--- src/rtl/instr_enc_pkg.sv ---
// instr_enc_pkg: format codes, loader states and opcode/funct constants shared with the decoder.
package instr_enc_pkg;
  localparam logic [1:0] FMT_R = 2'b00, FMT_I = 2'b01, FMT_J = 2'b10, FMT_RSVD = 2'b11;
  typedef enum logic [1:0] {ST_IDLE, ST_LOAD, ST_DONE} state_t;
  localparam logic [5:0] OP_RTYPE = 6'h00, OP_REGIMM = 6'h01, OP_J = 6'h02, OP_JAL = 6'h03;
  localparam logic [5:0] OP_BEQ = 6'h04, OP_BNE = 6'h05, OP_LW = 6'h23, OP_SW = 6'h2B;
  localparam logic [5:0] FUNCT_JR = 6'h08, FUNCT_JALR = 6'h09;
endpackage

--- src/rtl/instr_field_pack.sv ---
// instr_field_pack: packs MIPS R/I/J fields into a 32-bit word; the reserved format yields a nop.
module instr_field_pack
  import instr_enc_pkg::*;
(
  input  logic [1:0]  fmt,
  input  logic [5:0]  opcode,
  input  logic [4:0]  rs,
  input  logic [4:0]  rt,
  input  logic [4:0]  rd,
  input  logic [4:0]  shamt,
  input  logic [5:0]  funct,
  input  logic [15:0] imm,
  input  logic [25:0] target,
  output logic [31:0] word,
  output logic        illegal
);
  always_comb begin
    word    = fmt == FMT_R ? {opcode, rs, rt, rd, shamt, funct} :
              fmt == FMT_I ? {opcode, rs, rt, imm} :
              fmt == FMT_J ? {opcode, target} : 32'h0;
    illegal = fmt == FMT_RSVD;
  end
endmodule

--- src/rtl/instr_encoder.sv ---
// instr_encoder: streams instruction fields into consecutive imem words before core release.
// Optional INSTR_ENC_CHECKSUM_EN adds a running XOR of all written words.
module instr_encoder
  import instr_enc_pkg::*;
#(
  parameter int ADDR_W    = 8,
  parameter int BASE_ADDR = 0
) (
  input  logic              clk,
  input  logic              rst_n,
  input  logic              start,
  input  logic              in_valid,
  output logic              in_ready,
  input  logic              in_last,
  input  logic [1:0]        fmt,
  input  logic [5:0]        opcode,
  input  logic [4:0]        rs,
  input  logic [4:0]        rt,
  input  logic [4:0]        rd,
  input  logic [4:0]        shamt,
  input  logic [5:0]        funct,
  input  logic [15:0]       imm,
  input  logic [25:0]       target,
  output logic              imem_we,
  output logic [ADDR_W-1:0] imem_addr,
  output logic [31:0]       imem_wdata,
  output logic              busy,
  output logic              done,
  output logic              overflow,
  output logic              illegal,
  output logic [ADDR_W:0]   word_count
`ifdef INSTR_ENC_CHECKSUM_EN
  ,
  output logic [31:0]       checksum
`endif
);
  localparam logic [ADDR_W-1:0] BASE = ADDR_W'(BASE_ADDR);
  localparam logic [ADDR_W-1:0] LAST = '1;
  state_t            state;
  logic [ADDR_W-1:0] ptr;
  logic [31:0]       word;
  logic              bad, acc, full, fin;
  instr_field_pack u_pack (
    .fmt(fmt), .opcode(opcode), .rs(rs), .rt(rt), .rd(rd), .shamt(shamt),
    .funct(funct), .imm(imm), .target(target), .word(word), .illegal(bad)
  );
  assign acc  = in_valid & in_ready;
  assign full = ptr == LAST;
  assign busy = state != ST_IDLE;
  // fin marks the write cycle of the closing word; DONE follows once it retires
  always_ff @(posedge clk or negedge rst_n)
    if (!rst_n) begin
      state      <= ST_IDLE;
      in_ready   <= 1'b0;
      imem_we    <= 1'b0;
      imem_addr  <= BASE;
      imem_wdata <= '0;
      done       <= 1'b0;
      overflow   <= 1'b0;
      illegal    <= 1'b0;
      word_count <= '0;
      ptr        <= BASE;
      fin        <= 1'b0;
`ifdef INSTR_ENC_CHECKSUM_EN
      checksum   <= '0;
`endif
    end else begin
      imem_we <= acc;
      if (acc) begin
        imem_addr  <= ptr;
        imem_wdata <= word;
        ptr        <= full ? ptr : ptr + 1'b1;
        word_count <= word_count + 1'b1;
        illegal    <= illegal | bad;
`ifdef INSTR_ENC_CHECKSUM_EN
        checksum   <= checksum ^ word;
`endif
        if (in_last || full) begin
          in_ready <= 1'b0;
          fin      <= 1'b1;
          overflow <= full & ~in_last;
        end
      end
      if (state == ST_LOAD && fin) begin
        state <= ST_DONE;
        done  <= 1'b1;
        fin   <= 1'b0;
      end else if (state != ST_LOAD && start) begin
        state      <= ST_LOAD;
        in_ready   <= 1'b1;
        ptr        <= BASE;
        word_count <= '0;
        done       <= 1'b0;
        overflow   <= 1'b0;
        illegal    <= 1'b0;
`ifdef INSTR_ENC_CHECKSUM_EN
        checksum   <= '0;
`endif
      end
    end
endmodule

--- config.mk ---
export PLATFORM = sky130hd
export DESIGN_NAME = instr_encoder
export DESIGN_NICKNAME = d
export VERILOG_FILES = /design/src/rtl/instr_enc_pkg.sv /design/src/rtl/instr_field_pack.sv /design/src/rtl/instr_encoder.sv
export SDC_FILE = /design/constraint.sdc
export NUM_CORES = 1
export LEC_CHECK = 0
export CAP_MARGIN = 20
export CORE_MARGIN = 2
export CORE_UTILIZATION = 42
export CTS_BUF_LIST = sky130_fd_sc_hd__clkbuf_16
export DETAILED_ROUTE_END_ITERATION = 8
export PLACE_DENSITY = 0.8
export SYNTH_ARGS = -nofsm -noshare
export SYNTH_HDL_FRONTEND = slang
export SYNTH_HIERARCHICAL = 1
export SYNTH_SLANG_ARGS = --single-unit
--- constraint.sdc ---
create_clock -name clk -period 1.8 [get_ports clk]
set_clock_uncertainty 0.1 [all_clocks]
set_input_delay 0.36 -clock clk [delete_from_list [all_inputs] [get_ports clk]]
set_output_delay 0.36 -clock clk [all_outputs]
set_load 0.03 [all_outputs]
Word level (Yosys, flattened, before mapping) --
Index checks and enable logic that the tools add are counted.
Operators by class: eq/ne operators 6, multiplexer cells 28, bitwise operators 4, reductions and logical operators 9, add/subtract/negate cells 2
Operators with widths (number):
- 32-bit two-way mux | 3
- 8-bit two-way mux | 4
- 9-bit two-way mux | 3
- 1-bit two-way mux | 16
- 9-bit by 1-bit adder with 9-bit output, second input constant | 1
- 8-bit by 1-bit adder with 8-bit output, second input constant | 1
- 8-bit equality test, second input constant | 1
- 2-bit nonzero test | 4
- 2-bit by 1-bit equality test with 1-bit output, second input constant | 2
- 2-bit equality test, second input constant | 2
- 2-bit two-way mux | 2
- 1-bit bitwise AND | 2
- 1-bit logical AND | 2
- 2-bit logical NOT | 1
- 2-bit by 1-bit inequality test with 1-bit output, second input constant | 1
- 2-bit AND reduction | 1
- 1-bit logical OR | 1
- 1-bit inverter | 1
- 1-bit bitwise OR | 1
Word-level totals: output and inout port bits 55, word-level logic and storage cells 60, input bits 81, register bits after elaboration 65

Logic depth before layout (Yosys ltp) --
Gate-level depths: netlist of the first run.
depth after elaboration 6, gate-level depth with buffers 7

Modules after synthesis --
Netlist of the first run, hierarchy kept.
By module, submodules not included:
- instr_encoder | sequential area each 1601.5 um2, cells an instance 276, area each 2613.8 um2, times used 1
- instr_field_pack | sequential area each 0.0 um2, cells an instance 59, area each 518.0 um2, times used 1

Worst setup path after synthesis of the first run --
Ideal clock, no wire load.
path kind register -> register, from register in_ready, to register ptr[7], setup time 0.139 ns, arrival 1.333 ns, clock period less this slack 1.572 ns, cell stages (with the launch flop) 7, required time 1.561 ns, setup slack 0.228 ns, cells stage by stage dfrtp_1 nand2_2 inv_2 and3_1 buf_2 nor4b_2 nor3_1
Between the ends: cells in the longest elaborated chain, start to end 4
RTL lines:
- start: declaration | line instr_encoder.sv:13 | output logic in_ready,
- start signal: assignment | line instr_encoder.sv:54 | in_ready <= 1'b0;
- start signal: assignment | line instr_encoder.sv:79 | in_ready <= 1'b0;
- start signal: assignment | line instr_encoder.sv:90 | in_ready <= 1'b1;
- 1-bit bitwise AND * | line instr_encoder.sv:47 | assign acc = in_valid & in_ready;
- 8-bit two-way mux * | line instr_encoder.sv:69 | if (acc) begin
- 8-bit two-way mux | line instr_encoder.sv:88 | end else if (state != ST_LOAD && start) begin
- 8-bit two-way mux * | line instr_encoder.sv:84 | if (state == ST_LOAD && fin) begin
- end signal: assignment | line instr_encoder.sv:72 | ptr <= full ? ptr : ptr + 1'b1;
- end: declaration | line instr_encoder.sv:40 | logic [ADDR_W-1:0] ptr;
Every way passes the cells marked *; elsewhere a longest branch is shown, timed or not. A chain may end at the register's enable or synchronous reset.

==> summary.txt, run 1 <==
Power and ir drop
  – Pwr per Cell Area: between 1000 and 1500 nW/um2
  – IR drop worst, VDD: 0.7858 mV
  – Leakage: 2.544 nW

Floorplanning
  – Core Area: 7253 um2
  – IO Pins: 136
  – DIE AREA: 8163 um2
  – Row count: 31
  – Die height: approximately 90 um
  – Die Wd: 90.35 um
  – Starting Density: 0.4318

Timing
  – Period utilization: 0.9703
  – Rel. slew slack: 0.7099
  – F_max: 572.5 MHz
  – RSZ-0062 raised after global routing: no
  – Final hold viol count: 0
  – Setup Total Neg Slack: 0 ps
  – Max-slew violations: 0
  – Worst Max-Slew Pin Slew: 435.2 ps
  – # setup viols final: 0
  – Tmin final: ~1700 ps

Setup path
  – CP cell instances: or2_2 -> clkdlybuf4s15_2
  – Worst-path maximum fanout: 3
  – Crit. Startpoint: done$_DFFE_PN0P_
  – Crit. End Element: output pin
  – CP Data Required Time: approximately 1300 ps
  – RR Startpoint: ptr[1]$_DFF_PN0_
  – Worst Path Arrival: 1290 ps
  – Critical Path Source Type: flop
  – Worst Path Class, Setup: flop to output pin
  – CP max stage delay: around 390 ps
  – Slowest stage cell, crit path: dfrtp_1

Cells and area
  – Commonest cells after routing, fill and taps aside: nand2_1, clkdlybuf4s50_1, dfrtp_1
  – Ant. Diodes: 0
  – Area growth from synthesis to final layout: 57.89%
  – Final instance area: 4945 um2
  – Commonest non-fill, non-tap cell in the layout: nand2_1
  – Nets: 563
  – Non-filler cells, final: 584
  – Share of layout cells above drive strength 1: 0.08866
  – Filler cells: 609

Placement
  – Placed cells: 567
  – IO Port Bufs: about 140
  – Area post-placement: 4662 um2
  – Dpl hpwl: 6647 um
  – Final Wtd Congestion: 0.8977

GRT
  – Largest net degree at the start of global routing: between 60 and 70
  – Vias in the first global route: 2993
  – Antenna violations before repair: 0
  – First-pass GRT wire length: between 10000 and 15000 um
  – GRT Total Usage: 0.2306
  – GR Overflow Total: 0

Clock network
  – CTS tree: done
  – Worst-Skew Late Latency: 320 ps
  – Clock buffer depth: 2
  – Root Buffer: clkbuf_16
  – H-tree Lvls: 3
  – TritonCTS Buffers: 9
  – Sink Count: 64
  – Clock-pin slew on the worst setup and hold paths: 60 ps
  – Post-CTS setup buffer count: 0

Synth
  – Seq cells post-synth: 64
  – Post-synthesis net count: 418
  – Syn Inst Count: 335
  – Avg Cell Area, Syn: 9.349 um2
  – Syn. warnings: 6
  – Yosys cell types: 39
  – Register area share after synthesis: 0.5114
  – Syn Std Cell Area: 3132 um2

Drt
  – Pre-Repair DR Iteration Count: 4
  – Routed WL: 9051 um
  – Avg WL per Cell: ~15 um
  – Via-per-instance ratio: 5.065
  – Initial DRC count: 111
  – Via count: between 2000 and 3000
  – Detail Route Antenna Nets: 0
  – DRC Markers: 0

Hold path
  – HP Class: flop to flop
  – Hold Crit Start: imem_wdata[6]$_DFFE_PN0P_

Flow run
  – Max-cap violations: 0

Run status
  – Outcome: finished clean
## flip-flops by register name (all words and copies together) (netlist names), 8 cells and up
signal and flops:
imem_addr 8, imem_wdata 32, ptr 8, word_count 9
## power breakdown
part           switching [mW]  internal, mW
logic                    1.88          1.03
clock network           0.612          1.34
registers               0.290          1.95
## worst paths after layout
kind | to | slack (ps) | cells past startpoint
max in group asynchronous | word_count[0]$_DFF_PN0_ | 840 | 3
worst min register to register | imem_wdata[6]$_DFFE_PN0P_ | 370 | 2
worst min-delay path | imem_wdata[6]$_DFFE_PN0P_ | 370 | 2
worst max-delay path | busy | 50 | 2
min in group asynchronous | imem_wdata[23]$_DFFE_PN0P_ | 480 | 3
worst max register to register | ptr[3]$_DFF_PN0_ | 270 | 5
## synthesized netlist by cell type, drive strengths merged
cell     number  area [um2]
a31oi         1       6.260
a221oi        1       15.01
and4b         1       10.01
clkinv        1       3.750
clkbuf        9       33.78
or2           1       6.260
nor2b         1       13.76
dfrtp        64        1602
a211oi        1       7.510
nand4         7       50.05
xnor2         1       8.760
ha            2       25.02
inv           4       15.01
and2          7       43.79
a21oi         7       35.03
o21ai         6       33.78
a22o         10       87.58
nand2       131       494.2
or3           1       6.260
o2bb2ai      16       140.1
xor2          9       78.83
buf          10       83.83
and4          4       35.03
nor4b         1       15.01
a21o          1       7.510
nor2         12       47.55
and3          3       18.77
nand3         2       10.01
nor3          3       20.02
mux2i        17       170.2
o21a          1       7.510
## critical path, delay by kind of cell, from the launching register on
kind,cells,cell delay [ps]
flip-flops,1,390
buffers and inverters,1,280
AND/OR/NAND/NOR,1,300
## logic make-up (layout without fill, tap and decap cells)
family | count (synthesis) | count (layout) | share of synthesized area
simple gates | 174 | 174 | 0.2461
compound gates | 44 | 44 | 0.1087
buf+inv | 24 | 174 | 0.04354
fa+ha+maj | 2 | 2 | 0.007989
xor+xnor | 10 | 10 | 0.02797
flops | 64 | 64 | 0.5114
mux | 17 | 17 | 0.05433
## area by class of cell
cell class / count / area [um2] / share of cell area
clock buffer: 9 / 225.2 / 0.04555
clock inverter: 7 / 110.1 / 0.02227
inverter: 5 / 18.77 / 0.003796
multi-input combinational: 247 / 1394 / 0.2819
sequential: 64 / 1602 / 0.3239
tap: 99 / 123.9 / 0.02505
timing repair buffer: 153 / 1471 / 0.2976
## stage by stage
| step | hold slack, ps | power, mW | setup slack, ps | util |
|---|---|---|---|---|
| after floorplan | -35.59 | 3.984 | 228.1 | - |
| after global placement | 298.6 | 5.464 | -24.03 | 0.6427 |
| after detailed placement | 302.2 | 5.537 | -93.16 | 0.6427 |
| after CTS | 370.9 | 7.173 | 9.828 | 0.6814 |
| after global routing | 391.6 | 7.512 | 10.72 | 0.6817 |
| final | 366.0 | 7.101 | 53.41 | 0.6817 |
## routing by layer
layer  vias to the layer above  part of all wire  track usage
met4                         0             0.016      0.07692
met1                      1404              0.44       0.2903
li1                       1422                 -            -
met3                        13             0.066      0.05927
met5                         -                 0            0
met2                       119              0.48       0.3878
## timing repair
action                                 4_1_cts  5_1_grt
setup endpoints to repair                   54        1
resized for setup                           56        1
hold buffers                                 1        0
endpoints found under the hold margin       64        0
No activity file was read; power rests on OpenSTA's default activity.
==> inputs of run 2 (changes only) <==
--- a/config.mk
+++ b/config.mk
@@ -5,11 +5,12 @@
 export SDC_FILE = /design/constraint.sdc
 export NUM_CORES = 1
 export LEC_CHECK = 0
-export CAP_MARGIN = 20
+export CAP_MARGIN = 25
 export CORE_MARGIN = 2
 export CORE_UTILIZATION = 42
 export CTS_BUF_LIST = sky130_fd_sc_hd__clkbuf_16
 export DETAILED_ROUTE_END_ITERATION = 8
+export MAX_ROUTING_LAYER = met4
 export PLACE_DENSITY = 0.8
 export SYNTH_ARGS = -nofsm -noshare
 export SYNTH_HDL_FRONTEND = slang
==> run 2 against run 1 <==
Net effect:
- via count is 0.30% higher
- non-clock buffer count stayed put
- first-iteration DRC count is 2.7% lower
- final cell count stayed put
- critical path depth stayed put
- setup slack better by 2.2 ps
- critical path type unchanged
==> summary.txt, run 2 (synthesized netlist as in run 1, its figures left out) <==
Run status
  – Outcome: finished clean (unchanged)

Setup path
  – Crit. Startpoint: done$_DFFE_PN0P_ (unchanged)
  – R2R setup slack: 270 ps (about the same)
  – FF-to-FF End: ptr[3]$_DFF_PN0_ (unchanged)
  – Critical Path Source Type: flop (unchanged)
  – Worst-path maximum fanout: 3 (unchanged)
  – CP Data Required Time: 1340 ps (about the same)
  – Crit. End Element: output pin (unchanged)
  – Slowest stage cell, crit path: dfrtp_1 (unchanged)
  – Worst Path Class, Setup: flop to output pin (unchanged)
  – Worst Path Arrival: 1280 ps (was 1290 ps)
  – CP cell instances: or2_2 -> clkdlybuf4s15_2 (unchanged)
  – Worst reg2reg path depth: 5 (unchanged)
  – Crit path to: busy (unchanged)
  – CP max stage delay: 390 ps (about the same)
  – RR Startpoint: ptr[1]$_DFF_PN0_ (unchanged)

GRT
  – Antenna violations before repair: 0 (unchanged)
  – GR Overflow Total: 0 (unchanged)
  – Vias in the first global route: 2997 (was 2993)
  – First-pass GRT wire length: 15010 um (was 14990 um)
  – Largest net degree at the start of global routing: 65 (unchanged)
  – GRT Total Usage: 0.2378 (was 0.2306)

Clock network
  – TritonCTS Buffers: 9 (unchanged)
  – Worst-Skew Late Latency: 320 ps (about the same)
  – Clock-pin slew on the worst setup and hold paths: 60 ps (about the same)
  – H-tree Lvls: 3 (unchanged)
  – Clock buffer depth: 2 (unchanged)
  – Sink Count: 64 (unchanged)
  – CTS tree: done (unchanged)
  – Root Buffer: clkbuf_16 (unchanged)

Timing
  – Rel. slew slack: 0.7046 (was 0.7099)
  – Max-slew violations: 0 (unchanged)
  – # setup viols final: 0 (unchanged)
  – Period utilization: 0.9691 (was 0.9703)
  – Worst Max-Slew Pin Slew: 443.1 ps (was 435.2 ps)
  – Final hold slack: 366.0 ps (about the same)
  – F_max: 573.3 MHz (was 572.5 MHz)
  – Tmin final: 1744 ps (was 1747 ps)
  – Final hold viol count: 0 (unchanged)
  – RSZ-0062 raised after global routing: no (unchanged)

Drt
  – Detail Route Antenna Nets: 0 (unchanged)
  – Initial DRC count: 108 (was 111)
  – Avg WL per Cell: 15.52 um (was 15.50 um)
  – Via count: 2967 (was 2958)
  – DRC Markers: 0 (unchanged)
  – Routed WL: 9066 um (was 9051 um)
  – Pre-Repair DR Iteration Count: 4 (unchanged)
  – Via-per-instance ratio: 5.080 (was 5.065)

Floorplanning
  – Core Area: 7253 um2 (unchanged)
  – IO Pins: 136 (unchanged)
  – Die Wd: 90.35 um (unchanged)
  – Starting Density: 0.4318 (unchanged)
  – DIE AREA: 8163 um2 (unchanged)
  – Row count: 31 (unchanged)
  – Die height: 90.35 um (unchanged)

Cells and area
  – Max reg flops: 32 (unchanged)
  – Nets: 563 (unchanged)
  – Commonest cells after routing, fill and taps aside: nand2_1, clkdlybuf4s50_1, dfrtp_1 (unchanged)
  – Ant. Diodes: 0 (unchanged)
  – Largest regs: imem_wdata: 32 flops, word_count: 9 flops (unchanged)
  – Area growth from synthesis to final layout: 57.89% (unchanged)
  – Share of layout cells above drive strength 1: 0.08866 (unchanged)
  – Biggest register: imem_wdata (unchanged)
  – Commonest non-fill, non-tap cell in the layout: nand2_1 (unchanged)

Placement
  – IO Port Bufs: 135 (unchanged)
  – Dpl hpwl: 6647 um (unchanged)
  – Final Wtd Congestion: 0.9130 (was 0.8977)

Power and ir drop
  – Final Power: 7.098 mW (was 7.101 mW)
  – Leakage: 2.544 nW (unchanged)
  – Pwr per Cell Area: 1435 nW/um2 (was 1436 nW/um2)
  – IR drop worst, VDD: 0.7862 mV (was 0.7858 mV)

Flow run
  – Max-cap violations: 0 (unchanged)

Hold path
  – Hold Crit Start: imem_wdata[6]$_DFFE_PN0P_ (unchanged)
  – HP Class: flop to flop (unchanged)
## run 2: cell counts in the layout (fill, tap and decap cells not counted)
Identical to the previous run, type by type.
## run 2: routing by layer
layer  global-route usage  vias to the layer above  wire [um]
li1                     -                     1421          -
met1               0.2897                     1410       3916
met2               0.3891                      126       4414
met3              0.06594                       10        617
met4              0.06923                        0        118
met5                    -                        -          0
## run 2: repair_timing
action                                  in CTS  in global routing
gates resized for setup                     56                  1
buffers inserted                             0                  0
hold buffers                                 1                  0
endpoints found under the setup margin      54                  1
pin swaps                                    0                  0
endpoints found under the hold margin       64                  0
## run 2: metrics by stage
| stage | instance area (um2) | std cells | setup TNS, ps | utilization | setup slack, ps |
|---|---|---|---|---|---|
| 6_report | 4945 | 584 | 0 | 0.6817 | 55.58 |
| 5_1_grt | 4945 | 584 | 0 | 0.6817 | 8.091 |
| 4_1_cts | 4942 | 584 | 0 | 0.6814 | 9.828 |
| 3_5_place_dp | 4662 | 567 | -1213 | 0.6427 | -93.16 |
| 3_3_place_gp | 4662 | 567 | -24.47 | 0.6427 | -24.03 |
| 2_1_floorplan | 3132 | 335 | 0 | - | 228.1 |
## run 2: area by class of cell
class                           count  area (um2)
Fill cell                         609        2308
Sequential cell                    64        1602
Timing Repair Buffer              153        1471
Multi-Input combinational cell    247        1394
Clock buffer                        9       225.2
Tap cell                           99       123.9
Clock inverter                      7       110.1
Inverter                            5       18.77
## run 2: report_power, final
group	switching, mW	total (mW)	leakage (nW)	internal, mW
Sequential	0.289	2.24	0.838	1.95
Combinational	1.88	2.92	1.55	1.03
Clock	0.606	1.94	0.161	1.34
## run 2: worst max-delay path, delay by kind of cell (launching register included)
kind | cells | cell delay (ps)
flops | 1 | 390
simple gates | 1 | 300
buf+inv | 1 | 280
## run 2: worst min-delay path by stage
stage                                  to  slack (ps)  cells past startpoint
3_5_place_dp   imem_wdata[16]$_DFFE_PN0P_         300                      2
6_report        imem_wdata[6]$_DFFE_PN0P_         370                      2
4_1_cts         imem_wdata[6]$_DFFE_PN0P_         370                      2
3_3_place_gp   imem_wdata[16]$_DFFE_PN0P_         300                      2
5_1_grt         imem_wdata[3]$_DFFE_PN0P_         390                      2
2_1_floorplan            done$_DFFE_PN0P_         -40                      0
